### config.mk
export PLATFORM = sky130hd
export DESIGN_NAME = uart_tx_arbiter
export DESIGN_NICKNAME = d
export VERILOG_FILES = /design/src/rtl/uart_arb_pkg.sv /design/src/rtl/uart_tx_arbiter_rr.sv /design/src/rtl/uart_tx_arbiter.sv
export SDC_FILE = /design/constraint.sdc
export NUM_CORES = 1
export LEC_CHECK = 0
export ABC_CLOCK_PERIOD_IN_PS = 4990
export CORE_ASPECT_RATIO = 0.5
export CORE_MARGIN = 3
export CORE_UTILIZATION = 45
export CTS_CLUSTER_SIZE = 20
export DETAILED_ROUTE_END_ITERATION = 7
export PLACE_DENSITY_LB_ADDON = 0.25
export RECOVER_POWER = 50
export SYNTH_ARGS = -nofsm -noshare
export SYNTH_HDL_FRONTEND = slang
export SYNTH_SLANG_ARGS = --single-unit
### constraint.sdc
create_clock -name sys_clk -period 4.99 [get_ports sys_clk]
set_input_delay 1.497 -clock sys_clk [delete_from_list [all_inputs] [get_ports sys_clk]]
set_output_delay 1.497 -clock sys_clk [all_outputs]
set_load 0.005 [all_outputs]
### src/rtl/uart_arb_pkg.sv
// Shared types and elaboration-time helpers for the UART transmit arbiter.
// Frame timing: B = CLK_FREQ/UART_BPS clocks per bit, one frame is 10 bits
// (start + 8 data + stop) plus GUARD_CYC idle clocks for transmitter latency.
package uart_arb_pkg;

  typedef enum logic [1:0] {
    IDLE  = 2'd0,
    GRANT = 2'd1,
    SEND  = 2'd2
  } arb_state_e;

  // Clocks the arbiter must stay busy per byte handed to uart_tx.
  function automatic int frame_cyc(input int clk_freq, input int bps, input int guard);
    return 10 * (clk_freq / bps) + guard;
  endfunction

  // Width of an unsigned counter able to hold 0..frame.
  function automatic int cnt_width(input int frame);
    return $clog2(frame + 1);
  endfunction

  // Width of a requester index, never narrower than one bit.
  function automatic int idx_width(input int n);
    return (n > 1) ? $clog2(n) : 1;
  endfunction

endpackage

### src/rtl/uart_tx_arbiter_rr.sv
// Combinational round-robin picker: returns the first set request at or
// after ptr_i, scanning upward and wrapping at N-1.
module rr_arbiter
  import uart_arb_pkg::*;
#(
  parameter  int N  = 4,
  localparam int IW = idx_width(N)
) (
  input  logic [N-1:0]  req_i,
  input  logic [IW-1:0] ptr_i,
  output logic [IW-1:0] grant_o,
  output logic          any_o
);

  logic [IW-1:0] idx;

  // Scan from the farthest offset down to the pointer so the nearest hit wins.
  always_comb begin
    // NOTE: every output of a combinational block gets a default first, so no
    // path through the block leaves it unassigned and infers a latch.
    grant_o = '0;
    any_o   = 1'b0;
    idx     = '0;
    for (int k = N - 1; k >= 0; k--) begin
      idx = IW'((int'(ptr_i) + k) % N);
      if (req_i[idx]) begin
        grant_o = idx;
        any_o   = 1'b1;
      end
    end
  end

endmodule

### src/rtl/uart_tx_arbiter.sv
// Round-robin arbiter sharing one uart_tx among NUM_REQ byte producers.
// Accepts one byte per grant, pulses tx_flag once, holds tx_data for the
// whole frame and times the frame itself because uart_tx has no busy flag.
// Optional build macro UART_ARB_FRAME_CNT_EN adds a 16-bit sent-frame counter.
module uart_tx_arbiter
  import uart_arb_pkg::*;
#(
  parameter  int NUM_REQ   = 4,
  parameter  int UART_BPS  = 9600,
  parameter  int CLK_FREQ  = 50_000_000,
  parameter  int GUARD_CYC = 4,
  localparam int IW        = idx_width(NUM_REQ)
) (
  input  logic                 sys_clk,
  input  logic                 sys_rst,
  input  logic [NUM_REQ-1:0]   req_valid,
  input  logic [NUM_REQ*8-1:0] req_data,
  output logic [NUM_REQ-1:0]   req_ready,
  output logic                 tx_flag,
  output logic [7:0]           tx_data,
  output logic                 busy,
  output logic [IW-1:0]        grant_id
`ifdef UART_ARB_FRAME_CNT_EN
  ,
  output logic [15:0]          frame_cnt
`endif
);

  localparam int             FRAME_CYC = frame_cyc(CLK_FREQ, UART_BPS, GUARD_CYC);
  localparam int             CW        = cnt_width(FRAME_CYC);
  localparam logic [CW-1:0]  CNT_LOAD  = CW'(FRAME_CYC - 1);

  arb_state_e    state_q, state_d;
  logic [IW-1:0] grant_q, grant_d;
  logic [IW-1:0] ptr_q, ptr_d;
  logic [CW-1:0] cnt_q, cnt_d;
  logic          tx_flag_q, tx_flag_d;
  logic [7:0]    tx_data_q, tx_data_d;
`ifdef UART_ARB_FRAME_CNT_EN
  logic [15:0]   frame_cnt_q, frame_cnt_d;
`endif

  logic [IW-1:0] arb_grant;
  logic          arb_any;
  logic          sel_valid;
  logic [7:0]    sel_byte;

  rr_arbiter #(.N(NUM_REQ)) u_rr (
    .req_i   (req_valid),
    .ptr_i   (ptr_q),
    .grant_o (arb_grant),
    .any_o   (arb_any)
  );

  // Pick out the granted requester's valid bit and byte.
  always_comb begin
    sel_valid = 1'b0;
    sel_byte  = '0;
    for (int i = 0; i < NUM_REQ; i++) begin
      if (grant_q == IW'(i)) begin
        sel_valid = req_valid[i];
        sel_byte  = req_data[8*i +: 8];
      end
    end
  end

  // Next-state and accept-pulse logic; state holds unless a case updates it.
  always_comb begin
    state_d   = state_q;
    grant_d   = grant_q;
    ptr_d     = ptr_q;
    cnt_d     = cnt_q;
    tx_flag_d = 1'b0;
    tx_data_d = tx_data_q;
    req_ready = '0;
`ifdef UART_ARB_FRAME_CNT_EN
    frame_cnt_d = frame_cnt_q;
`endif
    unique case (state_q)
      IDLE: begin
        if (arb_any) begin
          grant_d = arb_grant;
          state_d = GRANT;
        end
      end
      GRANT: begin
        if (sel_valid) begin
          req_ready = NUM_REQ'(1) << grant_q;
          tx_data_d = sel_byte;
          tx_flag_d = 1'b1;
          cnt_d     = CNT_LOAD;
          ptr_d     = (grant_q == IW'(NUM_REQ - 1)) ? '0 : grant_q + 1'b1;
          state_d   = SEND;
`ifdef UART_ARB_FRAME_CNT_EN
          frame_cnt_d = frame_cnt_q + 16'd1;
`endif
        end else begin
          // Requester withdrew: nothing sent, pointer left where it was.
          state_d = IDLE;
        end
      end
      SEND: begin
        if (cnt_q == '0) state_d = IDLE;
        else             cnt_d   = cnt_q - 1'b1;
      end
      default: state_d = IDLE;
    endcase
  end

  // State registers with synchronous reset to the idle/reset values.
  always_ff @(posedge sys_clk) begin
    // NOTE: sequential state uses non-blocking assignment so every register
    // samples the pre-edge values, independent of statement order.
    if (sys_rst) begin
      state_q   <= IDLE;
      grant_q   <= '0;
      ptr_q     <= '0;
      cnt_q     <= '0;
      tx_flag_q <= 1'b0;
      tx_data_q <= 8'h00;
`ifdef UART_ARB_FRAME_CNT_EN
      frame_cnt_q <= 16'h0000;
`endif
    end else begin
      state_q   <= state_d;
      grant_q   <= grant_d;
      ptr_q     <= ptr_d;
      cnt_q     <= cnt_d;
      tx_flag_q <= tx_flag_d;
      tx_data_q <= tx_data_d;
`ifdef UART_ARB_FRAME_CNT_EN
      frame_cnt_q <= frame_cnt_d;
`endif
    end
  end

  assign tx_flag  = tx_flag_q;
  assign tx_data  = tx_data_q;
  assign grant_id = grant_q;
  assign busy     = (state_q != IDLE);
`ifdef UART_ARB_FRAME_CNT_EN
  assign frame_cnt = frame_cnt_q;
`endif

endmodule

* Word-level counts from Yosys, hierarchy flattened
Index checks and enable logic that the tools add are counted.
** Word-level totals
- Register bits after elaboration :: 31
- Bits of input ports :: 38
- Output and inout bits :: 16
- Logic and storage cells :: 71
** Cells by class
- Add/subtract/negate cells :: 5
- Magnitude comparators :: 4
- Equal/unequal tests :: 9
- Shift operators :: 1
- Multiplexer cells :: 35
- Bitwise operators :: 1
- Reduce and logical (&&, ||, !) cells :: 10
** Operators with widths (number)
- 2-to-1 mux 16 bit :: 2
- 2-to-1 mux 8 bit :: 4
- one-hot mux 16 bit (2 select lines) :: 1
- zero test 16 bit :: 1
- 2-to-1 mux 2 bit :: 8
- subtractor 16 x 1 -> 16 bit, second input constant :: 1
- 2-to-1 mux 1 bit :: 13
- less-than comparator 2 x 3 -> 1 bit, second input constant :: 4
- binary-select mux 1 bit (select 2 bit) :: 4
- 2-to-1 mux 4 bit :: 2
- != test 2 bit, second input constant :: 4
- == test 2 bit, second input constant :: 3
- one-hot mux 2 bit (3 select lines) :: 1
- AND reduction 2 bit :: 3
- adder 2 x 1 -> 2 bit, second input constant :: 2
- adder 2 bit, second input constant :: 2
- == test 2 x 1 -> 1 bit, second input constant :: 2
- zero test 2 bit :: 2
- nonzero test 2 bit :: 2
- << shifter 1 x 2 -> 4 bit, first input constant :: 1
- AND reduction 3 bit :: 1
- OR reduction 2 bit :: 1
- NOT 1 bit :: 1

* Depth between registers and ports, before layout
- Depth after elaboration :: 9
- Mapped depth :: 8
- Mapped depth without buffers :: 6

* By module
From an unflattened synthesis, not the netlist that was laid out.
** Second synthesis, totals
- Cells, all modules :: 227
- Area total of the unflattened synthesis :: 1820.5 µm²
** Modules (own cells, without submodules)
- uart_tx_arbiter :: instances 1, cells each 214, area each 1742.9 µm², seq. area each 620.6 µm²
- rr_arbiter :: instances 1, cells each 13, area each 77.6 µm², seq. area each 0.0 µm²

* Least setup slack after synthesis
Ideal clock, no wire load.
- Path type :: input -> output
- Start :: input req_valid[1]
- End :: output req_ready[1]
- Arrival time :: 2.514 ns
- Required time :: 3.493 ns
- Path slack :: 0.979 ns
- Stages on the path :: 5
- Buffers on the path :: 1
- Cell sequence :: a21oi_1 a2111o_1 o21ai_0 clkbuf_1 and2_1
** On the way
- Longest elaborated chain between the ends :: 5
** Ends and longest elaborated chain
- start: declaration :: line uart_tx_arbiter.sv:16 : input logic [NUM_REQ-1:0] req_valid,
- 2-to-1 mux 1 bit (3 in a row) :: line uart_tx_arbiter.sv:60 : if (grant_q == IW'(i)) begin
- 2-to-1 mux 4 bit :: line uart_tx_arbiter.sv:87 : if (sel_valid) begin
- 2-to-1 mux 4 bit :: line uart_tx_arbiter.sv:79 : unique case (state_q)
- end: declaration :: line uart_tx_arbiter.sv:18 : output logic [NUM_REQ-1:0] req_ready,
No other way between the ends.

* Worst setup path after layout
- Start :: input req_valid[1]
- End :: output req_ready[0]
The elaborated chain is that of the path after synthesis.

==> metrics.csv <==
metric,value,unit
CTS Buffer Depth,2,
Critical Path RT,3490,ps
width of the die,96.4,µm
layout cells sized above 1,6.74,%
post-layout min period,4880,ps
Post-CTS Hold Buffers,0,
Root Buffer,clkbuf_8,
GRT Util Overall,22.9,%
total power,841,µW
post-DP HPWL,3960,µm
Rows,15,
Post-Syn Area,0.00184,mm²
setup_tns,0,ps
Max rail drop VDD,0.179,mV
total congestion overflow,0,
total internal power,548,µW
crit-path max FO,4,
critical path type,primary input to output pin,
drt via density,6.14,
initial core utilization,50.2,%
slew margin rel.,41.2,%
CP max stage cell,clkdlybuf4s50_1,
Hold Path Class,flip-flop to flip-flop,
RSZ-0062 raised after global routing,no,
post-cts repair resize count,0,
initial antenna violation count,0,
Logic pwr share,37.0,%
antenna violation net count after detailed routing,0,
Startpoint Class,primary input,
leak pwr,0.985,nW
first-pass GRT wire length,8800,µm
H-tree Lvls,2,
"FF+latch count, synth",31,
Net Sw Frac,34.9,%
arrival time of the worst setup path,3390,ps
port bufs,53,
Finish-stage setup viols,0,
CORE AREA,0.00366,mm²
register area share after synthesis,33.8,%
worst-margin pin slew,879,ps
CTS clock-pin slew for the worst setup and hold paths,60,ps
Final Hold Viols,0,
worst-path cell chain,"clkdlybuf4s50_1, a21oi_1, a2111o_1, o21ai_0, and2_1, clkdlybuf4s50_1",
CTS Buf Count,5,
Clk pwr share,26.4,%
final worst path period share,97.9,%
Layout Nets,324,
Syn Nets,271,
clock sink count,31,
largest net degree at the start of global routing,21,
max-cap viol count,0,
design area,0.00252,mm²
Placed Cells,325,
FF-to-FF path depth,7,
initial drt markers,90,
cell repeated most along the worst path,clkdlybuf4s50_1,
P&R area growth vs syn,37.4,%
skew final,7.29,ps
Worst setup EP type,output pin,
syn avg cell area,8.06,µm²
Pre-Repair DR Iteration Count,4,
buffers inserted by post-CTS timing repair,0,
Synth Instances,228,
Psw,294,µW
vias in the first global route,1893,
ys async rst share,0,%
pwr dens,333,mW/mm²
drt wl/cell,16.5,µm
final max-slew violation count,0,
Netlist cell types,42,
Yosys warning count,0,
Post-synth EDFFs,0,
Highest Clock Rate,0.205,GHz
sequential share of power,36.6,%
DRT Wirelength,5510,µm
Antenna diodes,0,
Placed Area,0.00244,mm²
routed vias,2043,
final std cells w/o fill,333,
CTS tree,yes,
Main synth FF type,dfxtp_1,
die height,51.2,µm
hold depth,2,
IO Count,54,
"Clk Latency, worst-skew pair",290,ps
status,"finished, final reports clean",
DRC,0,
Final Wtd Congestion,0.825,
max incr delay on CP,500,ps
Die ar.,0.00493,mm²
==> placed cells by master (no fill, tap or decap), types with 2 or more instances in the layout <==
master / n
a2111o_1: 2
a21oi_1: 30
a221o_1: 7
a22oi_1: 8
a31oi_1: 9
and2_1: 3
and4_1: 2
buf_4: 6
clkbuf_1: 3
clkbuf_8: 7
clkdlybuf4s50_1: 41
dfxtp_1: 31
dlygate4sd3_1: 12
ha_1: 5
inv_1: 15
nand2_1: 11
nand2b_1: 3
nand3_1: 5
nand3b_1: 2
nand4_1: 3
nor2_1: 10
nor2b_1: 3
nor3_1: 6
nor4_1: 2
o21a_1: 2
o21ai_0: 7
o221ai_1: 2
o31ai_1: 16
o41ai_1: 2
or3_1: 4
or4_1: 9
==> cells by family after synthesis <==
kind of cell,count (synthesis),share of synthesized area [%]
AO/OA/AOI/OAI,89,32.6
adder cells (fa/ha/maj),5,3.41
buffers and inverters,30,6.33
flip-flops,31,33.8
multiplexers,1,0.545
AND/OR/NAND/NOR,72,23.4
==> cells in the mapped netlist, types with 3 or more instances <==
cell type   n  area share (%)
buf_2       3            0.82
or3_1       4             1.4
dfxtp_1    31              34
nor2b_1     3             1.0
nand2b_1    3             1.0
a221o_1     7             3.8
a22oi_1     8             3.3
o31ai_1    16             6.5
o21ai_0     7             1.9
nand2_1    11             2.2
nor2_1     10             2.0
or4_1       9             3.7
inv_1      15             3.1
a31oi_1     9             3.1
a21oi_1    30             8.2
nand4_1     3             1.0
ha_1        5             3.4
clkbuf_1   12             2.5
nor3_1      6             1.6
nand3_1     5             1.4
and2_1      3             1.0
==> critical path: cells and delay by family <==
kind | cells | cell delay [ps]
AND/OR/NAND/NOR | 1 | 190
AO/OA/AOI/OAI | 3 | 720
buffers and inverters | 2 | 980
==> area by class of cell <==
type	instances	area, µm²
Sequential cell	31	621
Inverter	15	56.3
Clock buffer	8	100
Timing Repair Buffer	61	583
Multi-Input combinational cell	167	1100
Tap cell	51	63.8
Fill cell	289	1140
==> per-layer routing <==
metal / part of all wire, % / wire (µm) / GRT usage [%] / vias up
met5: 0 / 0 / 0 / -
met4: 1.5 / 80 / 6.28 / 0
met3: 11 / 586 / 7.79 / 16
met2: 44 / 2450 / 39.2 / 91
met1: 43 / 2400 / 27.4 / 948
li1: - / - / - / 988
==> worst paths after layout <==
| kind | start | endpoint | slack (ps) |
|---|---|---|---|
| setup / recovery | req_valid[1] | req_ready[0] | 110 |
| hold / removal | cnt_q[7] | cnt_q[7] | 490 |
| setup reg to reg | grant_id[0] | state_q[1] | 2220 |
| hold reg to reg | cnt_q[7] | cnt_q[7] | 490 |
==> power groups by stage <==
stage                     sequential [mW]  combinational, mW  clock, mW
final                               0.308              0.312      0.222
after global routing                0.313              0.343      0.237
after CTS                           0.308              0.316      0.224
after detailed placement            0.313              0.313          0
after global placement              0.311              0.307          0
after floorplan                     0.308              0.196          0
==> flip-flops by register name (all words and copies together), names as in the netlist <==
| register | count |
|---|---|
| state_q | 2 |
| grant_id | 2 |
| ptr_q | 2 |
| tx_data | 8 |
| cnt_q | 16 |
| tx_flag | 1 |
==> per-stage QoR <==
stage | util, % | hold WS, ps | setup WS [ps]
after floorplan | - | 451 | 979
after global routing | 69.0 | 506 | 24.2
final | 69.0 | 494 | 107
after CTS | 69.3 | 493 | 83.0
after detailed placement | 66.6 | 485 | 89.1
after global placement | 66.6 | 466 | 122
Note: power is estimated with default switching activity, not from simulation.
